`src/rtl/matmul_sequencer_if.sv`:
```
// Bundle of control, memory-port and multiplier-port signals for
// the matrix-multiply sequencer; the sequencer is the master.
interface matmul_sequencer_if #(
    parameter int DW = 32,
    parameter int AW = 8
);
    logic          go;
    logic          busy;
    logic          finished;
    logic          error;
    logic [AW-1:0] a_addr;
    logic [DW-1:0] a_rdata;
    logic [AW-1:0] b_addr;
    logic [DW-1:0] b_rdata;
    logic [DW-1:0] mul_a;
    logic [DW-1:0] mul_b;
    logic          mul_start;
    logic [DW-1:0] mul_result;
    logic          mul_done;
    logic          c_we;
    logic [AW-1:0] c_addr;
    logic [DW-1:0] c_wdata;

    modport master (
        input  go, a_rdata, b_rdata, mul_result, mul_done,
        output busy, finished, error,
        output a_addr, b_addr, mul_a, mul_b, mul_start,
        output c_we, c_addr, c_wdata
    );

    modport slave (
        output go, a_rdata, b_rdata, mul_result, mul_done,
        input  busy, finished, error,
        input  a_addr, b_addr, mul_a, mul_b, mul_start,
        input  c_we, c_addr, c_wdata
    );
endinterface

```
`src/rtl/matmul_sequencer.sv`:
```
// Sequences C = A x B through a single-element multiplier,
// accumulating N products per C element; all outputs registered.
module matmul_sequencer #(
    parameter int N       = 4,
    parameter int DW      = 32,
    parameter int AW      = 8,
    parameter int TIMEOUT = 15
) (
    input  logic clk,
    input  logic rst,
    matmul_sequencer_if.master bus
);
    typedef enum logic [2:0] {
        IDLE, FETCH, LOAD, WAIT_DONE, CAPTURE, WRITE, FINISH
    } state_t;

    localparam int         TW   = $clog2(TIMEOUT + 1);
    localparam logic [4:0] LAST = 5'(N - 1);

    state_t        state, state_n;
    logic [4:0]    i, j, k, i_n, j_n, k_n;
    logic [DW-1:0] acc, acc_n, sum;
    logic [TW-1:0] tcnt, tcnt_n;
    logic          err_q, err_n, fin_q, fin_n, busy_q, busy_n;
    logic          start_q, start_n, we_q, we_n;
    logic [AW-1:0] a_addr_q, a_addr_n, b_addr_q, b_addr_n;
    logic [AW-1:0] c_addr_q, c_addr_n;
    logic [DW-1:0] mul_a_q, mul_a_n, mul_b_q, mul_b_n;
    logic [DW-1:0] c_wdata_q, c_wdata_n;

    function automatic logic [AW-1:0] idx(input logic [4:0] r,
                                          input logic [4:0] c);
        return AW'(32'(r) * 32'(N) + 32'(c));
    endfunction

    assign sum = acc + bus.mul_result;

    always_ff @(posedge clk or posedge rst) begin
        if (rst) state <= IDLE;
        else     state <= state_n;
    end

    always_comb begin
        state_n   = state;
        i_n       = i;
        j_n       = j;
        k_n       = k;
        acc_n     = acc;
        tcnt_n    = tcnt;
        err_n     = err_q;
        fin_n     = 1'b0;
        start_n   = 1'b0;
        we_n      = 1'b0;
        a_addr_n  = a_addr_q;
        b_addr_n  = b_addr_q;
        mul_a_n   = mul_a_q;
        mul_b_n   = mul_b_q;
        c_addr_n  = c_addr_q;
        c_wdata_n = c_wdata_q;
        unique case (state)
            IDLE: begin
                if (bus.go) begin
                    i_n     = '0;
                    j_n     = '0;
                    k_n     = '0;
                    acc_n   = '0;
                    err_n   = 1'b0;
                    state_n = FETCH;
                end
            end
            FETCH: state_n = LOAD;
            LOAD: begin
                mul_a_n = bus.a_rdata;
                mul_b_n = bus.b_rdata;
                start_n = 1'b1;
                tcnt_n  = '0;
                state_n = WAIT_DONE;
            end
            WAIT_DONE: begin
                tcnt_n = tcnt + TW'(1);
                // tcnt==0 is the issue cycle, where a done is stale
                if (tcnt != '0 && bus.mul_done) begin
                    state_n = CAPTURE;
                end else if (tcnt == TW'(TIMEOUT - 1)) begin
                    err_n   = 1'b1;
                    fin_n   = 1'b1;
                    state_n = FINISH;
                end
            end
            CAPTURE: begin
                acc_n = sum;
                if (k == LAST) begin
                    we_n      = 1'b1;
                    c_addr_n  = idx(i, j);
                    c_wdata_n = sum;
                    state_n   = WRITE;
                end else begin
                    k_n     = k + 5'd1;
                    state_n = FETCH;
                end
            end
            WRITE: begin
                acc_n = '0;
                k_n   = '0;
                if (j == LAST) begin
                    j_n = '0;
                    i_n = i + 5'd1;
                end else begin
                    j_n = j + 5'd1;
                end
                if (i == LAST && j == LAST) begin
                    fin_n   = 1'b1;
                    state_n = FINISH;
                end else begin
                    state_n = FETCH;
                end
            end
            FINISH:  state_n = IDLE;
            default: state_n = IDLE;
        endcase
        // addresses are presented during FETCH, so load them on entry
        if (state_n == FETCH) begin
            a_addr_n = idx(i_n, k_n);
            b_addr_n = idx(k_n, j_n);
        end
        busy_n = (state_n != IDLE);
    end

    always_ff @(posedge clk or posedge rst) begin
        if (rst) begin
            i         <= '0;
            j         <= '0;
            k         <= '0;
            acc       <= '0;
            tcnt      <= '0;
            err_q     <= 1'b0;
            fin_q     <= 1'b0;
            busy_q    <= 1'b0;
            start_q   <= 1'b0;
            we_q      <= 1'b0;
            a_addr_q  <= '0;
            b_addr_q  <= '0;
            mul_a_q   <= '0;
            mul_b_q   <= '0;
            c_addr_q  <= '0;
            c_wdata_q <= '0;
        end else begin
            i         <= i_n;
            j         <= j_n;
            k         <= k_n;
            acc       <= acc_n;
            tcnt      <= tcnt_n;
            err_q     <= err_n;
            fin_q     <= fin_n;
            busy_q    <= busy_n;
            start_q   <= start_n;
            we_q      <= we_n;
            a_addr_q  <= a_addr_n;
            b_addr_q  <= b_addr_n;
            mul_a_q   <= mul_a_n;
            mul_b_q   <= mul_b_n;
            c_addr_q  <= c_addr_n;
            c_wdata_q <= c_wdata_n;
        end
    end

    assign bus.busy      = busy_q;
    assign bus.finished  = fin_q;
    assign bus.error     = err_q;
    assign bus.a_addr    = a_addr_q;
    assign bus.b_addr    = b_addr_q;
    assign bus.mul_a     = mul_a_q;
    assign bus.mul_b     = mul_b_q;
    assign bus.mul_start = start_q;
    assign bus.c_we      = we_q;
    assign bus.c_addr    = c_addr_q;
    assign bus.c_wdata   = c_wdata_q;
endmodule

```
`src/flat_wrapper.sv`:
```
// flat-port wrapper written by rule: the top's interface ports become plain ports
module matmul_sequencer_flat 
#(
    parameter int N       = 4,
    parameter int DW      = 32,
    parameter int AW      = 8,
    parameter int TIMEOUT = 15
)
  (clk, rst, bus_go, bus_a_rdata, bus_b_rdata, bus_mul_result, bus_mul_done, bus_busy, bus_finished, bus_error, bus_a_addr, bus_b_addr, bus_mul_a, bus_mul_b, bus_mul_start, bus_c_we, bus_c_addr, bus_c_wdata);
  matmul_sequencer_if #(.DW(DW), .AW(AW)) bus_i ();
  input  logic clk;
  input  logic rst;
  input wire logic [$bits(bus_i.go)-1:0] bus_go;
  input wire logic [$bits(bus_i.a_rdata)-1:0] bus_a_rdata;
  input wire logic [$bits(bus_i.b_rdata)-1:0] bus_b_rdata;
  input wire logic [$bits(bus_i.mul_result)-1:0] bus_mul_result;
  input wire logic [$bits(bus_i.mul_done)-1:0] bus_mul_done;
  output wire logic [$bits(bus_i.busy)-1:0] bus_busy;
  output wire logic [$bits(bus_i.finished)-1:0] bus_finished;
  output wire logic [$bits(bus_i.error)-1:0] bus_error;
  output wire logic [$bits(bus_i.a_addr)-1:0] bus_a_addr;
  output wire logic [$bits(bus_i.b_addr)-1:0] bus_b_addr;
  output wire logic [$bits(bus_i.mul_a)-1:0] bus_mul_a;
  output wire logic [$bits(bus_i.mul_b)-1:0] bus_mul_b;
  output wire logic [$bits(bus_i.mul_start)-1:0] bus_mul_start;
  output wire logic [$bits(bus_i.c_we)-1:0] bus_c_we;
  output wire logic [$bits(bus_i.c_addr)-1:0] bus_c_addr;
  output wire logic [$bits(bus_i.c_wdata)-1:0] bus_c_wdata;
  assign bus_i.go = bus_go;
  assign bus_i.a_rdata = bus_a_rdata;
  assign bus_i.b_rdata = bus_b_rdata;
  assign bus_i.mul_result = bus_mul_result;
  assign bus_i.mul_done = bus_mul_done;
  assign bus_busy = bus_i.busy;
  assign bus_finished = bus_i.finished;
  assign bus_error = bus_i.error;
  assign bus_a_addr = bus_i.a_addr;
  assign bus_b_addr = bus_i.b_addr;
  assign bus_mul_a = bus_i.mul_a;
  assign bus_mul_b = bus_i.mul_b;
  assign bus_mul_start = bus_i.mul_start;
  assign bus_c_we = bus_i.c_we;
  assign bus_c_addr = bus_i.c_addr;
  assign bus_c_wdata = bus_i.c_wdata;
  matmul_sequencer #(.N(N), .DW(DW), .AW(AW), .TIMEOUT(TIMEOUT)) u_core (.clk(clk), .rst(rst), .bus(bus_i));
endmodule
```
`config.mk`:
```
export PLATFORM = sky130hd
export DESIGN_NAME = matmul_sequencer_flat
export DESIGN_NICKNAME = d
export VERILOG_FILES = /design/src/rtl/matmul_sequencer_if.sv /design/src/rtl/matmul_sequencer.sv /design/src/flat_wrapper.sv
export SDC_FILE = /design/constraint.sdc
export NUM_CORES = 1
export LEC_CHECK = 0
export ABC_AREA = 1
export CAP_MARGIN = 20
export CORE_UTILIZATION = 55
export CTS_CLUSTER_SIZE = 8
export DETAILED_ROUTE_END_ITERATION = 12
export PLACE_DENSITY = 0.86
export SETUP_SLACK_MARGIN = 0.2
export SKIP_CTS_REPAIR_TIMING = 1
export SYNTH_ARGS = -nofsm -noshare
export SYNTH_HDL_FRONTEND = slang
export SYNTH_SLANG_ARGS = --single-unit
```
`constraint.sdc`:
```
create_clock -name clk -period 11.85 [get_ports clk]
set_input_delay 2.37 -clock clk [delete_from_list [all_inputs] [get_ports clk]]
set_output_delay 2.37 -clock clk [all_outputs]
set_load 0.05 [all_outputs]
```
After elaboration in Yosys (flattened, before gate mapping)
Index checks and enable logic that the tools add are counted.

Reduce and logical (&&, ||, !) cells: 11. Muxes and demuxes: 29. Eq/ne operators: 13. Add/sub/neg operators: 8.

Operator list (count): one-hot mux 32 bit (3 select lines) (1); adder 32 bit (1); 2-to-1 mux 32 bit (1); 2-to-1 mux 5 bit (6); adder 7 x 5 -> 8 bit (3); one-hot mux 5 bit (2 select lines) (2); one-hot mux 3 bit (6 select lines) (1); adder 5 x 1 -> 5 bit (second input constant) (3); == test 5 x 2 -> 1 bit (second input constant) (3); 2-to-1 mux 3 bit (5); one-hot mux 5 bit (3 select lines) (1); 2-to-1 mux 1 bit (9); one-hot mux 4 bit (2 select lines) (1); == test 3 x 1 -> 1 bit (second input constant) (2); == test 3 x 2 -> 1 bit (second input constant) (2); == test 3 bit (second input constant) (2); nonzero test 3 bit (2); adder 4 x 1 -> 4 bit (second input constant) (1); == test 4 bit (second input constant) (1); != test 2 bit (second input constant) (2); one-hot mux 1 bit (2 select lines) (2); AND reduction 2 bit (2); AND reduction 4 bit (1); nonzero test 2 bit (2); other kinds (4) (5).

Output and inout port bits: 125. Word-level logic and storage cells: 78. Bits in registers: 179.

Longest topological paths before layout
Gate-level depths: netlist of run 1.

Depth in word-level cells: 5. Gate-level depth with buffers: 16. Mapped depth without buffers: 15.

Least setup slack after synthesis of run 1
Ideal clock, no wire load.

Kind: input -> register. Start point: in bus_go. End point: reg u_core.a_addr_q[6] (netlist: u_core.bus.a_addr[6]). Stages on the path: 12. Path slack: 7741 ps. Arrival: 4043 ps. Cell sequence: or2_2 > nand2_4 > nor2_1 > o21ai_0 > ha_1 > inv_1 > fa_1 > o21bai_1 > nand3_1 > nand2_1 > nand3_1 > nand2_1.

Word-level cells in the longest chain between the ends: 3.

RTL lines: start, declared (line flat_wrapper.sv:13) `input wire logic [$bits(bus_i.go)-1:0] bus_go;`; 2-to-1 mux 5 bit (line matmul_sequencer.sv:62) `if (bus.go) begin`; one-hot mux 5 bit (2 select lines) (line matmul_sequencer.sv:60) `unique case (state)`; net u_core.i_n[0] (line matmul_sequencer.sv:21) `logic [4:0] i, j, k, i_n, j_n, k_n;`; adder 7 x 5 -> 8 bit (line matmul_sequencer.sv:33) `return AW'(32'(r) * 32'(N) + 32'(c));`; end signal, assigned (line matmul_sequencer.sv:158) `a_addr_q <= a_addr_n;`; end, declared (line matmul_sequencer.sv:26) `logic [AW-1:0] a_addr_q, a_addr_n, b_addr_q, b_addr_n;`.

The timed path passes the listed nets, and every way through them passes these cells. A chain may end at the register's enable or synchronous reset.

Final worst setup path of run 1
Start point: in bus_go. End point: reg u_core.b_addr_q[6] (netlist: u_core.bus.b_addr[6]).

Word-level cells in the longest chain between the ends: 3.

RTL lines: 2-to-1 mux 5 bit (line matmul_sequencer.sv:62); one-hot mux 5 bit (3 select lines) (line matmul_sequencer.sv:60); net u_core.k_n[0] (line matmul_sequencer.sv:21); adder 7 x 5 -> 8 bit (line matmul_sequencer.sv:33); end signal, assigned (line matmul_sequencer.sv:159) `b_addr_q <= b_addr_n;`; end, declared (line matmul_sequencer.sv:26).

The timed path passes the listed nets, and every way through them passes these cells.

==> flow_metrics.tcl, run 1 <==
set metrics [dict create \
    synth_area_leader_cell "dfrtp_1" \
    yosys.area_share.simple_pct 33.2 \
    insertion_delay_ps 440 \
    cts.sinks 179 \
    slowest_stage "clkdlybuf4s50_1" \
    antenna_found_initial 0 \
    hold_path_class "reg -> reg" \
    p_per_area_nw_per_um2 249 \
    syn2layout_area_growth_pct 31.2 \
    routabilityCongestion 0.936 \
    cts_max_path_buffers 2 \
    io_pins 225 \
    netlist_instances 1329 \
    synth-seq-cells 179 \
    tightest_slew_ps 932 \
    slew_viol_final 0 \
    numPortBuffers 224 \
    use_met1_pct 37.5 \
    finClkSkew_ps 9.96 \
    critPathCaptureType "register" \
    yosysWarningCount 0 \
    remaining_drc_errors 0 \
    syn_avg_cell_area_um2 7.46 \
    setup_viol 0 \
    synthDistinctLibCells 44 \
    async_reset_ff_share_pct 100 \
    synth_xor_area_share_pct 2.03 \
    row_count 48 \
    grt_pass1_wl_um 43600 \
    slew_headroom_pct 37.7 \
    drt_first_pass_iters 5 \
    critPathTopFamily "adder cells" \
    syn_nets 1479 \
    cts-buffers-inserted 17 \
    vdd_drop_max_v 0.000224 \
    tritoncts "yes" \
    synth_fa_ha_area_share_pct 6.61 \
    gr-max-usage-layer "met2" \
    path_cells "clkdlybuf4s50_1 -> o21ai_0 -> nand2_1 -> inv_1 -> o21ai_0 -> o21ai_0 -> ha_1 -> fa_1 -> nand2_1 -> nand2_1 -> a21oi_1 -> nand3b_1 -> nand2_1" \
    core_area_um2 17500 \
    die_h_um 136 \
    ant_nets 0 \
    setup_tns_ps 0 \
    synth_common_cells "nand2_1, dfrtp_1, inv_1" \
    synth_compound_area_share_pct 5.18 \
    antenna_cells 0 \
    min_period_ps 4530 \
    p_total_mw 3.24 \
    critPathArrivalTime_ps 4860 \
    synth_top_family_by_area "simple AND/OR/NAND/NOR gates" \
    grt_overflow 0 \
    synthMuxAreaShare_pct 0 \
    cpPeakStageDelay_ps 490 \
    synth-edff-count 0 \
    critPathLaunchType "input port" \
    critPathBufInv 2 \
    crit_path_frequent_cell "nand2_1" \
    start_util_pct 56.8 \
    die-area_um2 18600 \
    ys_seq_area_share_pct 45.2 \
    nets 1697 \
    wl_um 27400 \
    yosys-top-cells-area "dfrtp_1, nand2_1, inv_1" \
    drtIter0Drc 609 \
    syn-cell-area_um2 9920 \
    grt_pass1_vias 8884 \
    fin_hold_ws_ps 475 \
    rsz0062_at_grt "false" \
    htreeDepth 4 \
    path_max_fanout 5 \
    dp_hpwl_um 19700 \
    grt_max_degree 100 \
    clock.fmax_mhz 221 \
    wl_per_cell_um 15.4 \
    drive_gt1_share_pct 5.38 \
    num_vias 9090 \
    status "finished, final reports clean" \
    synth_most_common_cell "nand2_1" \
    grtUsageMet2_pct 52.8 \
    synth_top_area_share_pct 45.2 \
    finalHoldViolCount 0 \
    path_class "in -> reg" \
    grt_use_met3_pct 5.78 \
    required_ps 12180 \
    maxCapViolations 0 \
    ys_dominant_reg_cell "dfrtp_1" \
    leakage_nw 6.89 \
    cts-root-buf "clkbuf_16" \
    drt-vias-per-instance 5.09 \
    clkTransAtPathRegs_ps 70 \
    grtUsageTotal_pct 30.4 \
    postLayoutCoreUtil_pct 74.4 \
    die_w_um 136 \
    finalCritPeriodShare_pct 38.2 \
]
[logic make-up after synthesis]
family / count (synthesis)
compound gates: 88
simple gates: 792
xor+xnor: 23
flops: 179
buf+inv: 197
fa+ha+maj: 50
[where the power goes]
group	switching (mW)	total (mW)	internal, mW
clock	0.277	0.605	0.328
combinational	1.18	1.72	0.542
sequential	0.117	0.914	0.797
total	1.58	3.24	1.67
[stage by stage]
stage                     instance area [µm²]  worst slack [ps]  std cells
after global routing                    13000              7130       1785
after detailed placement                12300              6340       1751
after global placement                  12300              6510       1751
after floorplan                          9920              4620       1329
final                                   13000              7320       1785
after CTS                               13000              6770       1783
[cells in the final DEF, fill, tap and decap left out, types with 10 or more instances in the layout]
cell type,netlist,final
o21ai_0,36,36
dfrtp_1,179,179
ha_1,46,46
clkbuf_16,0,17
nand2_1,608,607
a21oi_1,25,25
clkdlybuf4s50_1,0,224
inv_1,158,157
xor2_1,13,13
nand3_1,89,89
xnor2_1,10,10
nor2_1,46,46
[final cells by class]
class / count / area, µm²
sequential: 179 / 4480
fill: 1317 / 4470
clock buffer: 18 / 439
multi-input combinational: 953 / 4670
inverter: 167 / 641
tap: 225 / 282
timing repair buffer: 229 / 2310
clock inverter: 14 / 190
[routing by layer]
metal / share of wire [%] / vias up
met4: 2.6 / 0
met2: 51 / 249
met3: 4.5 / 50
met1: 42 / 4250
li1: - / 4541
met5: 0 / -
[sequential cells by signal (all words and copies together), names as in the netlist, 3 cells and up]
| register | cells |
|---|---|
| u_core.bus.c_wdata | 32 |
| u_core.tcnt | 4 |
| u_core.acc | 32 |
| u_core.bus.mul_b | 32 |
| u_core.k | 5 |
| u_core.bus.c_addr | 8 |
| u_core.state | 3 |
| u_core.j | 5 |
| u_core.bus.a_addr | 8 |
| u_core.i | 5 |
| u_core.bus.mul_a | 32 |
| u_core.bus.b_addr | 8 |
[worst reg2reg max path, cell delays in order, from the launching register on]
cell	delay [ps]
dfrtp_1	490
nor2_2	180
inv_2	60
nor2_4	530
inv_2	260
nor2_4	770
o21ai_0	180
o21ai_0	210
ha_1	280
fa_1	230
nand2_1	60
nand2_1	70
a21oi_1	60
nand3b_1	170
nand2_1	70
[worst paths after layout]
check / from / to / slack [ps] / cells past startpoint
max in group asynchronous: rst / u_core.bus.mul_a[7]$_DFFE_PP0P_ / 8020 / 4
worst min register to register: u_core.bus.b_addr[0]$_DFFE_PP0N_ / u_core.bus.b_addr[0]$_DFFE_PP0N_ / 470 / 2
worst max register to register: u_core.state[0]$_DFF_PP0_ / u_core.bus.b_addr[6]$_DFFE_PP0N_ / 8180 / 14
min in group asynchronous: rst / u_core.bus.mul_b[27]$_DFFE_PP0P_ / 2450 / 2
worst max-delay path: bus_go / u_core.bus.b_addr[6]$_DFFE_PP0N_ / 7320 / 13
worst min-delay path: u_core.bus.b_addr[0]$_DFFE_PP0N_ / u_core.bus.b_addr[0]$_DFFE_PP0N_ / 470 / 2
Power figures use the tool's default switching activity.
==> run 2, diff against run 1 <==
CORE_UTILIZATION = 46   (was 55)
PLACE_DENSITY = 0.77   (was 0.86)
clock period = 3.7 ns   (was 11.85 ns; I/O delays follow)
==> run 2 against run 1 <==
Against the previous run: final cell count up 3.1%; hold slack better by 4.2 ps; largest cell class unchanged; sequential share of layout area down 0.18 points; die area up 19%; register-to-register slack worse by 7300 ps; critical path type is now reg -> reg; non-clock buffer count up 6.
==> flow_metrics.tcl, run 2 (same netlist as run 1, synthesis figures left out) <==
set metrics [dict create \
    status "finished, final reports clean" \
    antenna_cells 0 \
    nFillCells 1833 \
    path_class "reg -> reg" \
    setup_viol 0 \
    grt_pass1_wl_um 43600 \
    cts-buffers-inserted 17 \
    critPathLaunchType "register" \
    p_switching_mw 4.97 \
    cts_max_path_buffers 2 \
    remaining_drc_errors 0 \
    die_w_um 149 \
    p_clk_share_pct 18.0 \
    nets 1703 \
    vdd_drop_max_v 0.000963 \
    clkTransAtPathRegs_ps 70 \
    dp_cells 1809 \
    wl_per_cell_um 14.9 \
    grtUsageMet2_pct 43.9 \
    slew_viol_final 0 \
    numPortBuffers 224 \
    grtUsageTotal_pct 25.2 \
    final_cells 1840 \
    grt_pass1_vias 8685 \
    drt_first_pass_iters 5 \
    finClkSkew_ps 10.7 \
    dp_hpwl_um 20500 \
    tightest_slew_ps 923 \
    routabilityCongestion 0.949 \
    p_per_area_nw_per_um2 781 \
    drtIter0Drc 542 \
    required_ps 4080 \
    drive_gt1_share_pct 5.69 \
    core_area_um2 21100 \
    p_comb_share_pct 53.4 \
    htreeDepth 4 \
    path_max_fanout 11 \
    final_cell_mix "nand2_1, clkdlybuf4s50_1, dfrtp_1" \
    io_pins 225 \
    switching_share_pct 48.7 \
    grt_use_met3_pct 4.46 \
    ant_nets 0 \
    leakage_nw 6.90 \
    rsz0062_at_grt "false" \
    cts.sinks 179 \
    clock.fmax_mhz 353 \
    drt-vias-per-instance 4.86 \
    start_util_pct 47.0 \
    use_met1_pct 31.7 \
    r2r_slack_ps 860 \
    hold_path_class "reg -> reg" \
    syn2layout_area_growth_pct 31.9 \
    critPathCaptureType "register" \
    final_common_cell "nand2_1" \
    critPathArrivalTime_ps 3210 \
    finalCritPeriodShare_pct 76.7 \
    wl_um 27500 \
    slew_headroom_pct 38.3 \
    placed_area_um2 12500 \
    grt_overflow 0 \
    p_total_mw 10.2 \
    cts-root-buf "clkbuf_16" \
    maxCapViolations 0 \
    grt_max_degree 66 \
    fin_area_um2 13100 \
    antenna_found_initial 0 \
    die-area_um2 22200 \
    min_period_ps 2840 \
    die_h_um 149 \
    row_count 53 \
    finalHoldViolCount 0 \
    insertion_delay_ps 440 \
    internal_power_mw 5.24 \
    tritoncts "yes" \
    gr-max-usage-layer "met2" \
    num_vias 8950 \
    p_seq_share_pct 28.6 \
    setup_tns_ps 0 \
]
-- run 2: worst paths after layout --
kind | startpoint | end | cells past startpoint
min in group asynchronous | rst | u_core.bus.mul_a[19]$_DFFE_PP0P_ | 2
max reg2reg | u_core.state[0]$_DFF_PP0_ | u_core.bus.a_addr[6]$_DFFE_PP0N_ | 15
max in group asynchronous | rst | u_core.bus.error$_DFFE_PP0P_ | 3
max | u_core.state[0]$_DFF_PP0_ | u_core.bus.a_addr[6]$_DFFE_PP0N_ | 15
min reg2reg | u_core.bus.c_wdata[21]$_DFFE_PP0N_ | u_core.bus.c_wdata[21]$_DFFE_PP0N_ | 2
min | u_core.bus.c_wdata[21]$_DFFE_PP0N_ | u_core.bus.c_wdata[21]$_DFFE_PP0N_ | 2
-- run 2: metal layers --
layer / routed length (µm) / vias up
met4: 485 / 0
met5: 0 / -
li1: - / 4554
met1: 12000 / 4138
met2: 13900 / 221
met3: 1120 / 37
-- run 2: area by class of cell --
cell class | instances | area [µm²] | share of cell area [%]
Clock buffer | 17 | 425 | 3.25
Sequential cell | 179 | 4480 | 34.3
Timing Repair Buffer | 235 | 2360 | 18.1
Multi-Input combinational cell | 953 | 4670 | 35.7
Inverter | 167 | 639 | 4.89
Tap cell | 275 | 344 | 2.63
Clock inverter | 14 | 161 | 1.23
-- run 2: worst max-delay path, cell delays in order, from the launching register on --
cell and delay [ps]:
dfrtp_1 480, nor2_2 170, inv_2 60, nor2_4 90, inv_2 110, nor2_1 120
inv_1 110, o32ai_1 430, ha_1 250, inv_1 60, fa_1 400, o21bai_1 190
nand3_1 100, nand2_1 60, nand3_1 70, nand2_1 70
-- run 2: stage by stage --
| step | setup slack (ps) | util (%) | hold slack (ps) |
|---|---|---|---|
| 2_1_floorplan | 665 | - | 453 |
| 3_3_place_gp | 609 | 59.2 | 459 |
| 3_5_place_dp | 544 | 59.2 | 464 |
| 4_1_cts | 847 | 62.0 | 484 |
| 5_1_grt | 581 | 62.0 | 491 |
| 6_report | 864 | 62.0 | 479 |
-- run 2: power by group through the flow --
stage	sequential (mW)	clock, mW	combinational (mW)
2_1_floorplan	4.28	0	2.49
3_3_place_gp	2.92	0	5.37
5_1_grt	2.98	1.94	5.93
6_report	2.92	1.84	5.45
3_5_place_dp	2.94	0	5.44
4_1_cts	2.91	1.86	5.46
